### src/rtl/ex_mem_pipe_reg.sv
// EX->MEM pipeline register for the MIPS core.
// Carries control bits, branch target, ALU result, store data, destination
// register and ALU zero flag across a valid/ready handshake. A one-entry skid
// buffer keeps full throughput under back-pressure, so in_ready never has a
// combinational path from out_ready. A synchronous flush kills every held beat
// and the beat arriving in the same cycle.
//
// Optional feature: define EX_MEM_STALL_CNT_EN to add the stall_cnt port, a
// saturating count of cycles spent with out_valid=1 and out_ready=0.
module ex_mem_pipe_reg #(
    parameter int unsigned DATA_W = 32,
    parameter int unsigned CTRL_W = 5,
    parameter int unsigned REG_W  = 5,
    parameter int unsigned CNT_W  = 16
) (
    input  logic              clk,
    input  logic              reset,
    input  logic              flush,
    input  logic              in_valid,
    output logic              in_ready,
    input  logic [CTRL_W-1:0] in_ctrl,
    input  logic [DATA_W-1:0] in_target,
    input  logic [DATA_W-1:0] in_alu,
    input  logic [DATA_W-1:0] in_wdata,
    input  logic [REG_W-1:0]  in_rd,
    input  logic              in_zero,
    output logic              out_valid,
    input  logic              out_ready,
    output logic [CTRL_W-1:0] out_ctrl,
    output logic [DATA_W-1:0] out_target,
    output logic [DATA_W-1:0] out_alu,
    output logic [DATA_W-1:0] out_wdata,
    output logic [REG_W-1:0]  out_rd,
    output logic              out_zero
`ifdef EX_MEM_STALL_CNT_EN
    ,
    output logic [CNT_W-1:0]  stall_cnt
`endif
);

    // One pipeline beat as it travels from EX to MEM.
    typedef struct packed {
        logic [CTRL_W-1:0] ctrl;
        logic [DATA_W-1:0] target;
        logic [DATA_W-1:0] alu;
        logic [DATA_W-1:0] wdata;
        logic [REG_W-1:0]  rd;
        logic              zero;
    } beat_t;

    // EMPTY: nothing held; FULL: main entry only; SKID: main and skid entries.
    typedef enum logic [1:0] {
        ST_EMPTY = 2'd0,
        ST_FULL  = 2'd1,
        ST_SKID  = 2'd2
    } state_t;

    // Reject degenerate widths at elaboration.
    if (DATA_W < 1 || CTRL_W < 1 || REG_W < 1 || CNT_W < 1) begin : g_param_chk
        $error("ex_mem_pipe_reg: all widths must be at least 1");
    end

    state_t state;
    beat_t  main_q;
    beat_t  skid_q;
    beat_t  in_beat;
    logic   accept;
    logic   send;

    // Pack the incoming EX fields into one beat.
    assign in_beat = {in_ctrl, in_target, in_alu, in_wdata, in_rd, in_zero};

    // Handshake qualifiers; both operands are flops or primary inputs.
    assign accept = in_valid && in_ready;
    assign send   = out_valid && out_ready;

    // Main entry drives the outputs directly; its ctrl field is zeroed
    // whenever it stops holding a live beat so bubbles carry no control.
    assign out_ctrl   = main_q.ctrl;
    assign out_target = main_q.target;
    assign out_alu    = main_q.alu;
    assign out_wdata  = main_q.wdata;
    assign out_rd     = main_q.rd;
    assign out_zero   = main_q.zero;

    // Occupancy FSM with registered out_valid and in_ready.
    always_ff @(posedge clk) begin
        if (reset) begin
            state     <= ST_EMPTY;
            main_q    <= '0;
            skid_q    <= '0;
            out_valid <= 1'b0;
            in_ready  <= 1'b1;
        end else if (flush) begin
            // Drop everything, keep data fields of main for observability.
            state       <= ST_EMPTY;
            main_q.ctrl <= '0;
            out_valid   <= 1'b0;
            in_ready    <= 1'b1;
        end else begin
            case (state)
                ST_EMPTY: begin
                    if (accept) begin
                        main_q    <= in_beat;
                        out_valid <= 1'b1;
                        state     <= ST_FULL;
                    end
                end
                ST_FULL: begin
                    if (accept && send) begin
                        main_q <= in_beat;
                    end else if (accept) begin
                        skid_q   <= in_beat;
                        in_ready <= 1'b0;
                        state    <= ST_SKID;
                    end else if (send) begin
                        main_q.ctrl <= '0;
                        out_valid   <= 1'b0;
                        state       <= ST_EMPTY;
                    end
                end
                ST_SKID: begin
                    if (send) begin
                        main_q   <= skid_q;
                        in_ready <= 1'b1;
                        state    <= ST_FULL;
                    end
                end
                default: begin
                    state       <= ST_EMPTY;
                    main_q.ctrl <= '0;
                    out_valid   <= 1'b0;
                    in_ready    <= 1'b1;
                end
            endcase
        end
    end

`ifdef EX_MEM_STALL_CNT_EN
    localparam logic [CNT_W-1:0] STALL_MAX = '1;

    // Saturating back-pressure counter; only reset clears it.
    always_ff @(posedge clk) begin
        if (reset) begin
            stall_cnt <= '0;
        end else if (out_valid && !out_ready && stall_cnt != STALL_MAX) begin
            stall_cnt <= stall_cnt + CNT_W'(1);
        end
    end
`endif

endmodule

### config.mk
export PLATFORM = sky130hd
export DESIGN_NAME = ex_mem_pipe_reg
export DESIGN_NICKNAME = d
export VERILOG_FILES = /design/src/rtl/ex_mem_pipe_reg.sv
export SDC_FILE = /design/constraint.sdc
export NUM_CORES = 1
export LEC_CHECK = 0
export BUFFER_PORTS_ARGS = -buffer_cell sky130_fd_sc_hd__buf_2
export CAP_MARGIN = 10
export CELL_PAD_IN_SITES_DETAIL_PLACEMENT = 1
export CELL_PAD_IN_SITES_GLOBAL_PLACEMENT = 1
export CORE_MARGIN = 2
export CORE_UTILIZATION = 25
export CTS_CLUSTER_SIZE = 25
export DETAILED_ROUTE_END_ITERATION = 12
export PLACE_DENSITY = 0.59
export SLEW_MARGIN = 25
export SYNTH_ARGS = -nofsm -noshare
export SYNTH_HDL_FRONTEND = slang
export SYNTH_SLANG_ARGS = --single-unit
### constraint.sdc
create_clock -name clk -period 2.25 [get_ports clk]
set_input_delay 0.225 -clock clk [delete_from_list [all_inputs] [get_ports clk]]
set_output_delay 0.225 -clock clk [all_outputs]
set_load 0.02 [all_outputs]
After elaboration in Yosys (flattened, before gate mapping)
Cells that the tools add are included.

Register bits after elaboration: 218. Bits of input ports: 112. Output and inout port bits: 109. Word-level logic and storage cells: 66.

Equal/unequal tests: 12. Mux-type cells: 23. Bitwise gates (word level): 4. Reduce and logical (&&, ||, !) cells: 12.

Operators with widths (number): 102-bit one-hot mux with 3 select lines (1); 107-bit two-way mux (2); 102-bit two-way mux (1); 4-bit AND reduction (4); 5-bit two-way mux (3); 5-bit one-hot mux with 3 select lines (1); 2-bit != test (second input constant) (7); 2-bit two-way mux (5); 5-bit AND reduction (2); 3-bit != test (second input constant) (3); 1-bit two-way mux (7); 1-bit one-hot mux with 3 select lines (2); 2-bit one-hot mux with 3 select lines (1); 1-bit inverter (4); 1-bit logical AND (3); 3-bit nonzero test (1); 2-bit by 1-bit equality test with 1-bit output (second input constant) (1); 2-bit equality test (second input constant) (1); 2-bit zero test (1); 2-bit OR reduction (1).

Longest topological paths before layout
Word-level depth: 5. Mapped depth: 9. Depth with buffers taken out: 4.

Worst setup path after synthesis
No wires, ideal clock.

Kind: reg2reg. From: reg in_ready. To: reg skid_q[100] (netlist bit). Library setup time: 0.132 ns. Arrival: 1.587 ns. Data required time: 2.118 ns. Setup slack: 0.531 ns. Stages on the path, launching flop included: 7. Path buffers: 2. Period minus slack after synthesis: 1.719 ns. Cells stage by stage: dfxtp_1 nand2_1 nand4b_1 buf_2 clkbuf_1 nand2_1 a21oi_1.

Word-level cells in the longest chain between the ends: 4.

Ends and longest elaborated chain: start: declaration (line 20) `output logic in_ready,`; start signal: assignment (line 93) `in_ready <= 1'b1;`; start signal: assignment (line 99) `in_ready <= 1'b1;`; start signal: assignment (line 114) `in_ready <= 1'b0;`; 1-bit logical AND * (line 74) `assign accept = in_valid && in_ready;`; 1-bit logical AND (line 110) `if (accept && send) begin`; 1-bit inverter (no line); 4-bit AND reduction (no line) *; end signal: assignment (line 113) `skid_q <= in_beat;`; end: declaration (line 65) `beat_t skid_q;`.

Every way passes the cells marked *; elsewhere a longest branch is shown, timed or not. A chain may end at the register's enable or synchronous reset.

Worst setup path in the final report
From: reg state[0]. To: reg main_q, in the netlist out_wdata[8].

Word-level cells in the longest chain between the ends: 3. Elaborated cells on any way between the ends: 9.

Ends and longest elaborated chain: start: declaration (line 63) `state_t state;`; start signal: assignment (line 89) `state <= ST_EMPTY;`; start signal: assignment (line 96) `state <= ST_EMPTY;`; start signal: assignment (line 106) `state <= ST_FULL;`; 2-bit by 1-bit equality test with 1-bit output, or another cell as far along (line 101) `case (state)`; 2-bit != test (no line) or 3-bit nonzero test (tied branches); 5-bit AND reduction (no line); end signal: assignment (line 104) `main_q <= in_beat;`; end signal: assignment (line 111) `main_q <= in_beat;`; end signal: assignment (line 124) `main_q <= skid_q;`; end: declaration (line 64) `beat_t main_q;`.

Several ways; a longest one is shown, not always the timed one.

==> metrics.yaml <==
wirelength_mm: 29.1
slew_headroom_pct: 58.9
syn_to_final_growth_pct: 38.5
wl_met2_mm: 13.4
grt_overflow: 0
hold_path.class: "primary input to flop"
cts_hold_buf: 107
p_int_mw: 7.24
clockPowerShare_pct: 44.5
clk_latency_ns: 0.53
first_global_vias: 8491
ys_ff_latch: 218
finalPower_mw: 9.80
cap_violations: 0
hpwl_mm: 17.4
grt_pass1_wl_mm: 46.9
viasPerCell: 4.79
synth_top_cell_area_share_pct: 48.7
worstSetupEndpointType: "flop"
crit_chain: "nand4bb_1 > o221ai_4 > buf_12 > a21oi_1 > a311oi_1"
coreArea_um2: 35400
gp_congestion: 0.677
syn_area_per_cell_um2: 8.89
clk_pin_slew_ns: 0.06
cp.required_ns: 2.67
place_ws_ns: 0.270
slowest_delay_ns: 0.44
clock_sinks: 218
wl_met1_mm: 13.8
fin_setup_tns_ns: 0
syn-num-nets: 1120
critPathMaxFanout: 116
drive_above_1_share_pct: 21.8
p_sw_mw: 2.55
cts_made_buffers: 27
fmax_mhz: 492
synth_seq_area_share_pct: 48.7
comb_power_share_pct: 13.3
core.rowCount: 69
yosys_warnings: 0
cts_tree: "built"
status: "finished, final reports clean"
clk_path_buf_depth: 3
swShare_pct: 26.1
dp.cells: 1599
grtUsageTotal_pct: 15.0
wl_per_cell_um: 16.6
fin_cells: 1753
finalHoldViolCount: 0
ant_nets: 0
synth-edff-count: 0
cp_slowest_cell: "dfxtp_1"
synth_ff_type: "dfxtp_1"
yosysUniqueCellTypes: 32
cp-start-kind: "flop"
max-vdd-ir-drop_uv: 461
num_io_pins: 221
ys_async_sr_fraction_pct: 0
yosys-top-cells-area: "dfxtp_1 (49%), a21oi_1 (12%), mux2i_1 (12%)"
vias: 8390
syn_area_um2: 8960
post_cts_buffers: 0
utilization_pct: 35.1
drt_iter0_markers: 303
tightest_slew_ns: 0.617
post_cts_resized: 0
setup_ws_ns: 0.218
die_area_um2: 37400
yosys-top-cells-count: "nand2_1 (222), dfxtp_1 (218), a21oi_1 (211)"
leakage_nw: 5.38
period_needed_ns: 2.03
rsz0062_at_grt: "false"
first_pass_iters: 4
start_util_pct: 25.3
drv_slew: 0
grt_antenna_before_repair: 1
grt_max_degree: 117
cts_root_buf: "clkbuf_16"
nets: 1386
synth_most_common_cell: "nand2_1"
remaining_drc_errors: 0
clock_skew_ns: 0.0115
wl_met3_mm: 1.45
port-buffer-count: 220
power_frac_seq_pct: 42.2
critical_path_class: "flop to flop"
top_layer_used: "met4"
htreeDepth: 1
syn-instance-count: 1008
yosysTopAreaCell: "dfxtp_1"
die_x_um: 193
powerDensity_nw_per_um2: 790
setup-violations-final: 0
worstPathArrival_ns: 2.46
finalCritPeriodShare_pct: 90.3
die_h_um: 193
logic make-up (layout without fill, tap and decap cells):
family | Yosys count | count (layout) | synth area share (%)
buf+inv | 111 | 394 | 5.60
mux | 103 | 103 | 11.5
other cells | 0 | 1 | 0
simple gates | 242 | 242 | 10.7
flops | 218 | 218 | 48.7
xor+xnor | 1 | 1 | 0.0978
compound gates | 333 | 333 | 23.3
worst paths after layout:
path | startpoint | endpoint | slack, ns | cells after the start
setup / recovery | state[0] | out_wdata[8] | 0.22 | 5
hold / removal | in_valid | state[1] | 0.04 | 3
setup reg to reg | state[0] | out_wdata[8] | 0.22 | 5
hold reg to reg | skid_q[69] | skid_q[69] | 0.45 | 2
sequential cells by signal (all words and copies together) (netlist names), 2 cells and up:
name	flops
out_alu	32
skid_q	107
out_wdata	32
out_target	32
state	2
out_ctrl	5
out_rd	5
layer usage:
layer  vias up  track usage (%)
li1       4164                -
met5         -                0
met4         0             3.25
met1      4023             20.3
met2       165             24.7
met3        38             3.09
cell type report:
type / instances / area (um^2)
Antenna cell: 1 / 2.50
Clock buffer: 40 / 805
Clock inverter: 6 / 83.8
Fill cell: 4110 / 23000
Inverter: 5 / 23.8
Multi-Input combinational cell: 679 / 4120
Sequential cell: 218 / 4360
Tap cell: 461 / 577
Timing Repair Buffer: 343 / 2440
through the flow:
stage | hold WS, ns | area (um^2)
6_report | 0.0415 | 12400
5_1_grt | 0.0374 | 12400
4_1_cts | 0.0131 | 12400
3_5_place_dp | 0.446 | 10400
3_3_place_gp | 0.441 | 10400
2_1_floorplan | 0.329 | 8960
cells in the final DEF, fill, tap and decap left out, types with 2 or more instances in the layout:
master,n
a21oi_1,211
a22oi_1,5
a311oi_1,102
buf_12,11
buf_2,219
buf_4,5
bufinv_16,2
clkbuf_1,5
clkbuf_16,27
clkbuf_8,8
clkinv_2,3
dfxtp_1,218
dlygate4sd3_1,107
inv_1,4
inv_6,2
mux2i_1,103
nand2_1,222
nand3_1,3
nor2_1,8
o21a_1,2
o21ai_0,3
o22ai_1,4
power groups by stage:
stage	clock, mW	combinational [mW]	sequential, mW
2_1_floorplan	0	0.544	4.38
3_3_place_gp	0	1.15	4.22
3_5_place_dp	0	1.16	4.22
4_1_cts	4.51	1.31	4.14
5_1_grt	4.67	1.42	4.15
6_report	4.36	1.30	4.13
worst max-delay path: cells and delay by family, from the launching register on:
kind                   cells  cell delay, ns
and+or+nand+nor            1            0.35
DFF                        1            0.44
buffers and inverters      1            0.41
AOI/OAI and AO/OA          3            0.61
Note: power is estimated with default switching activity, not from simulation.
